**config.mk**
```make
export PLATFORM = sky130hd
export DESIGN_NAME = module_rca_secuenciador
export DESIGN_NICKNAME = d
export VERILOG_FILES = /design/src/rtl/module_rca_secuenciador.sv
export SDC_FILE = /design/constraint.sdc
export NUM_CORES = 1
export LEC_CHECK = 0
export ABC_AREA = 1
export BUFFER_PORTS_ARGS = -buffer_cell sky130_fd_sc_hd__buf_4
export CORE_ASPECT_RATIO = 0.6
export CORE_MARGIN = 5
export CORE_UTILIZATION = 50
export CTS_CLUSTER_SIZE = 20
export DETAILED_ROUTE_END_ITERATION = 7
export PLACE_DENSITY = 0.74
export SLEW_MARGIN = 25
export SYNTH_ARGS = -nofsm -noshare
export SYNTH_HDL_FRONTEND = slang
export SYNTH_SLANG_ARGS = --single-unit
```
**constraint.sdc**
```tcl
create_clock -name clk -period 1.4 [get_ports clk]
set_input_delay 0.14 -clock clk [delete_from_list [all_inputs] [get_ports clk]]
set_output_delay 0.14 -clock clk [all_outputs]
set_load 0.05 [all_outputs]
```
**src/rtl/module_rca_secuenciador.sv**
```systemverilog
// ----------------------------------------------------------------------------
// module_rca_secuenciador
//
// Sequential front-end for module_ripple_carry_adder. Collects operand A and
// then operand B from one data bus (valid/ready), holds them on registers that
// feed the combinational adder, waits CICLOS_ASENTAMIENTO cycles for the ripple
// chain to settle, registers the sum plus a carry-out derived from the operand
// and sum MSBs, and offers the result through a valid/ready output handshake.
//
// Ports:
//   clk          system clock, rising edge
//   rst          asynchronous active-high reset
//   dato_i       operand word (first accepted = A, second = B)
//   valido_i     dato_i valid
//   listo_o      block can accept an operand word
//   A_o, B_o     registered operands to the adder
//   S_i          sum returned by the adder
//   resultado_o  registered sum (modulo 2^ANCHO)
//   acarreo_o    registered carry-out
//   valido_o     resultado_o/acarreo_o valid
//   listo_i      downstream accepts the result
//   num_sumas_o  number of results delivered, wraps 255 -> 0
// ----------------------------------------------------------------------------
module module_rca_secuenciador #(
    parameter int ANCHO               = 8,
    parameter int CICLOS_ASENTAMIENTO = 2
) (
    input  logic             clk,
    input  logic             rst,
    input  logic [ANCHO-1:0] dato_i,
    input  logic             valido_i,
    output logic             listo_o,
    output logic [ANCHO-1:0] A_o,
    output logic [ANCHO-1:0] B_o,
    input  logic [ANCHO-1:0] S_i,
    output logic [ANCHO-1:0] resultado_o,
    output logic             acarreo_o,
    output logic             valido_o,
    input  logic             listo_i,
    output logic [7:0]       num_sumas_o
);

    localparam int CW = $clog2(CICLOS_ASENTAMIENTO + 1);
    localparam logic [CW-1:0] ULTIMO = CW'(CICLOS_ASENTAMIENTO - 1);

    typedef enum logic [1:0] {
        ESPERA_A = 2'd0,
        ESPERA_B = 2'd1,
        ASENTAR  = 2'd2,
        ENTREGA  = 2'd3
    } estado_t;

    estado_t          r_estado;
    estado_t          w_siguiente;
    logic             w_listo_estado;
    logic [CW-1:0]    r_cnt;
    logic [ANCHO-1:0] r_a;
    logic [ANCHO-1:0] r_b;
    logic [ANCHO-1:0] r_resultado;
    logic             r_acarreo;
    logic             r_valido;
    logic [7:0]       r_num;
    logic             w_fin_asentar;
    logic             w_acarreo;

    assign w_fin_asentar = (r_cnt == ULTIMO);

    // Carry recovered from MSBs only: both set always carries; exactly one set
    // carries when the sum MSB came out 0 (a carry entered the MSB position).
    assign w_acarreo = (r_a[ANCHO-1] & r_b[ANCHO-1])
                     | ((r_a[ANCHO-1] | r_b[ANCHO-1]) & ~S_i[ANCHO-1]);

    always_ff @(posedge clk or posedge rst) begin
        if (rst) begin
            r_estado <= ESPERA_A;
        end else begin
            r_estado <= w_siguiente;
        end
    end

    always_comb begin
        w_siguiente    = r_estado;
        w_listo_estado = 1'b0;
        case (r_estado)
            ESPERA_A: begin
                w_listo_estado = 1'b1;
                if (valido_i) w_siguiente = ESPERA_B;
            end
            ESPERA_B: begin
                w_listo_estado = 1'b1;
                if (valido_i) w_siguiente = ASENTAR;
            end
            ASENTAR: begin
                if (w_fin_asentar) w_siguiente = ENTREGA;
            end
            ENTREGA: begin
                if (listo_i) w_siguiente = ESPERA_A;
            end
            default: w_siguiente = ESPERA_A;
        endcase
    end

    // Gated with rst so ready drops the instant reset is asserted.
    assign listo_o = w_listo_estado & ~rst;

    always_ff @(posedge clk or posedge rst) begin
        if (rst) begin
            r_a         <= '0;
            r_b         <= '0;
            r_cnt       <= '0;
            r_resultado <= '0;
            r_acarreo   <= 1'b0;
            r_valido    <= 1'b0;
            r_num       <= '0;
        end else begin
            case (r_estado)
                ESPERA_A: begin
                    if (valido_i) r_a <= dato_i;
                end
                ESPERA_B: begin
                    if (valido_i) begin
                        r_b   <= dato_i;
                        r_cnt <= '0;
                    end
                end
                ASENTAR: begin
                    if (w_fin_asentar) begin
                        r_resultado <= S_i;
                        r_acarreo   <= w_acarreo;
                        r_valido    <= 1'b1;
                    end else begin
                        r_cnt <= r_cnt + 1'b1;
                    end
                end
                ENTREGA: begin
                    if (listo_i) begin
                        r_valido <= 1'b0;
                        r_num    <= r_num + 8'd1;
                    end
                end
                default: ;
            endcase
        end
    end

    assign A_o         = r_a;
    assign B_o         = r_b;
    assign resultado_o = r_resultado;
    assign acarreo_o   = r_acarreo;
    assign valido_o    = r_valido;
    assign num_sumas_o = r_num;

endmodule

```
==> flow_summary.json <==
{
  "die_x_um": 86.7,
  "antennaDiodeCount": 0,
  "crit_type": "reg2out",
  "syn_area_um2": 1770,
  "synthSimpleGateAreaFrac_pct": 21.9,
  "pre_cts_slack_ps": 26.3,
  "post_drt_wl_per_cell_um": 13.2,
  "ant_nets": 0,
  "numCtsBuffers": 5,
  "slew_headroom_pct": 68.4,
  "final_area_um2": 2470,
  "sequentialPowerShare_pct": 28.9,
  "synthMuxAreaShare_pct": 0.850,
  "drv_slew": 0,
  "cts_tree": "done",
  "rows": 16,
  "hold_viol_final": 0,
  "grt_max_degree": 39,
  "p_per_area_nw_per_um2": 2680,
  "clkTransAtPathRegs_ps": 70,
  "reg2reg_from": "r_estado[0]$_DFFE_PP0P_",
  "whs_endpoint": "resultado_o[1]$_DFFE_PP0P_",
  "r2r_end": "r_estado[1]$_DFFE_PP0P_",
  "drt_first_iter_violations": 60,
  "cts_sinks": 38,
  "syn_to_final_growth_pct": 39.9,
  "grt_usage_pct": 18.2,
  "synthAdderAreaFrac_pct": 6.37,
  "intPower_mw": 3.29,
  "yosys_warnings": 0,
  "die_h_um": 56.0,
  "sw_frac_of_total_pct": 50.3,
  "dp_hpwl_mm": 2.88,
  "worst_r2r_path_depth": 7,
  "overflow": 0,
  "gp_congestion": 0.794,
  "syn_avg_cell_area_um2": 9.15,
  "hold_class": "in2reg",
  "core_area_um2": 3320,
  "clock_skew_ps": 3.16,
  "hp-start": "S_i[1]",
  "ios": 55,
  "cap_violations": 0,
  "ff2ff_setup_slack_ps": 60,
  "synth-seq-cells": 38,
  "pwr-share-comb_pct": 59.3,
  "antenna_found_initial": 0,
  "grt_pass1_wl_mm": 6.83,
  "whs_ps": 40.0,
  "cts-root-buf": "clkbuf_8",
  "drive_above_1_share_pct": 42.1,
  "n_fill_cell": 262,
  "clk_latency_ps": 290,
  "failed_checks": "negative setup slack",
  "drc": 0,
  "clkPwrFrac_pct": 11.8,
  "postPlaceCellArea_um2": 2240,
  "dieArea_um2": 4860,
  "critPathLaunchType": "register",
  "crit_arrival_ps": 1280,
  "setup_viol": 1,
  "period_share_pct": 102,
  "switchingPower_mw": 3.33,
  "wl_mm": 4.04,
  "finalCriticalPeriod_ps": 1420,
  "vias": 1445,
  "fin_ws_ps": -22.7,
  "max_freq_ghz": 0.703,
  "first_pass_iters": 4,
  "initial_utilization_pct": 53.2,
  "synth_cell_type_count": 23,
  "yosys.area_share.xor_xnor_pct": 1.98,
  "setup.worst_path.end_class": "primary output",
  "vdd_drop_max_mv": 1.58,
  "syn_inst": 193,
  "synth_nets": 222,
  "rsz0062_at_grt": "yes",
  "leakagePower_nw": 1.31,
  "whs_path_depth": 3,
  "cp_max_fo": 4,
  "via_per_inst": 4.72,
  "synth_top_family_by_area": "simple AND/OR/NAND/NOR gates",
  "h-tree-depth": 2,
  "outcome": "finished with violations",
  "clk_path_buf_depth": 2,
  "synth_compound_area_share_pct": 8.57,
  "nets": 289,
  "yosysSeqAreaShare_pct": 53.8,
  "grt_pass1_vias": 1390,
  "worst_ep_required_time_ps": 1260,
  "worst_pin_slew_ps": 474,
  "io_buffer_count": 54
}
## cell usage after synthesis
master	number	share of area, %
nand2_1	66	14
dfrtp_1	38	54
inv_1	24	5.1
o21ai_1	10	2.8
ha_1	9	6.4
o21ai_2	8	4.0
nor2_1	6	1.3
nand2_2	5	1.8
nand3_1	4	1.1
o21ai_0	3	0.85
a21oi_1	2	0.57
buf_2	2	0.57
inv_2	2	0.43
nand3_2	2	1.1
nor2_4	2	1.3
xnor2_1	2	0.99
xor2_1	2	0.99
a31oi_1	1	0.35
buf_4	1	0.43
mux2_4	1	0.85
nand3b_1	1	0.43
or2_2	1	0.35
or2_4	1	0.50
## repair_timing
item | 4_1_cts | 5_1_grt
pin swaps | 2 | 0
resized for setup | 12 | 11
hold endpoints to repair | 38 | 0
hold buffers | 1 | 0
setup endpoints to repair | 1 | 16
buffers inserted | 4 | 1
## cell type report
class	instances	area, um2	share of cell area, %
tap	45	56.3	2.28
timing repair buffer	63	479	19.4
sequential	38	955	38.6
clock buffer	6	82.6	3.34
multi-input combinational	126	790	31.9
clock inverter	2	12.5	0.506
inverter	26	97.6	3.95
## registers in the layout, indices dropped and copies added (netlist names)
signal,cells
A_o,8
acarreo_o,1
num_sumas_o,8
resultado_o,8
r_estado,2
valido_o,1
B_o,8
r_cnt,2
## power groups by stage
stage | combinational (mW) | clock [mW] | sequential [mW]
3_5_place_dp | 3.54 | 0 | 1.91
4_1_cts | 3.76 | 0.797 | 1.91
6_report | 3.92 | 0.783 | 1.91
5_1_grt | 4.19 | 0.855 | 1.98
3_3_place_gp | 3.47 | 0 | 1.92
2_1_floorplan | 1.08 | 0 | 3.30
## worst max path at each step
stage / endpoint / slack (ps) / from
after floorplan: listo_o / 90 / r_estado[1]$_DFFE_PP0P_
after global placement: r_estado[0]$_DFFE_PP0P_ / 80 / r_estado[1]$_DFFE_PP0P_
after detailed placement: r_estado[0]$_DFFE_PP0P_ / 30 / r_estado[1]$_DFFE_PP0P_
after CTS: listo_o / -8 / r_estado[0]$_DFFE_PP0P_
after global routing: listo_o / -80 / r_estado[0]$_DFFE_PP0P_
final: listo_o / -20 / r_estado[0]$_DFFE_PP0P_
## cell usage in the layout, fill, tap and decap left out, drive strengths merged, types with 6 or more instances in the layout
master / n
buf: 62
clkbuf: 6
dfrtp: 38
ha: 9
inv: 26
nand2: 71
nand3: 6
nor2: 8
o21ai: 21
## through the flow
stage	total power [mW]	utilization, %	std cells	TNS [ps]
2_1_floorplan	4.38	-	193	0
3_3_place_gp	5.39	67.4	292	0
3_5_place_dp	5.45	67.4	292	0
4_1_cts	6.47	72.7	305	-8.41
5_1_grt	7.02	74.4	306	-122
6_report	6.62	74.4	306	-22.7
## worst max-delay path, stage by stage, from the launching register on
cell	delay, ps
dfrtp_2	450
inv_2	90
ha_4	150
nor2_4	40
nor2_2	90
buf_6	160
## kinds of logic (layout without fill, tap and decap cells)
logic type | count (synthesis) | count (layout)
buffers and inverters | 29 | 97
AOI/OAI and AO/OA | 24 | 24
adders and majority gates | 9 | 9
and+or+nand+nor | 88 | 88
muxes | 1 | 1
DFF | 38 | 38
xor gates and xnor gates | 4 | 4
## metal layers
| layer | up-vias | routed length [um] | GRT usage [%] |
|---|---|---|---|
| li1 | 729 | - | - |
| met1 | 669 | 1970 | 25.3 |
| met2 | 37 | 1800 | 27.0 |
| met3 | 10 | 215 | 5.47 |
| met4 | 0 | 57 | 6.00 |
| met5 | - | 0 | 0 |
Power figures use the tool's default switching activity.
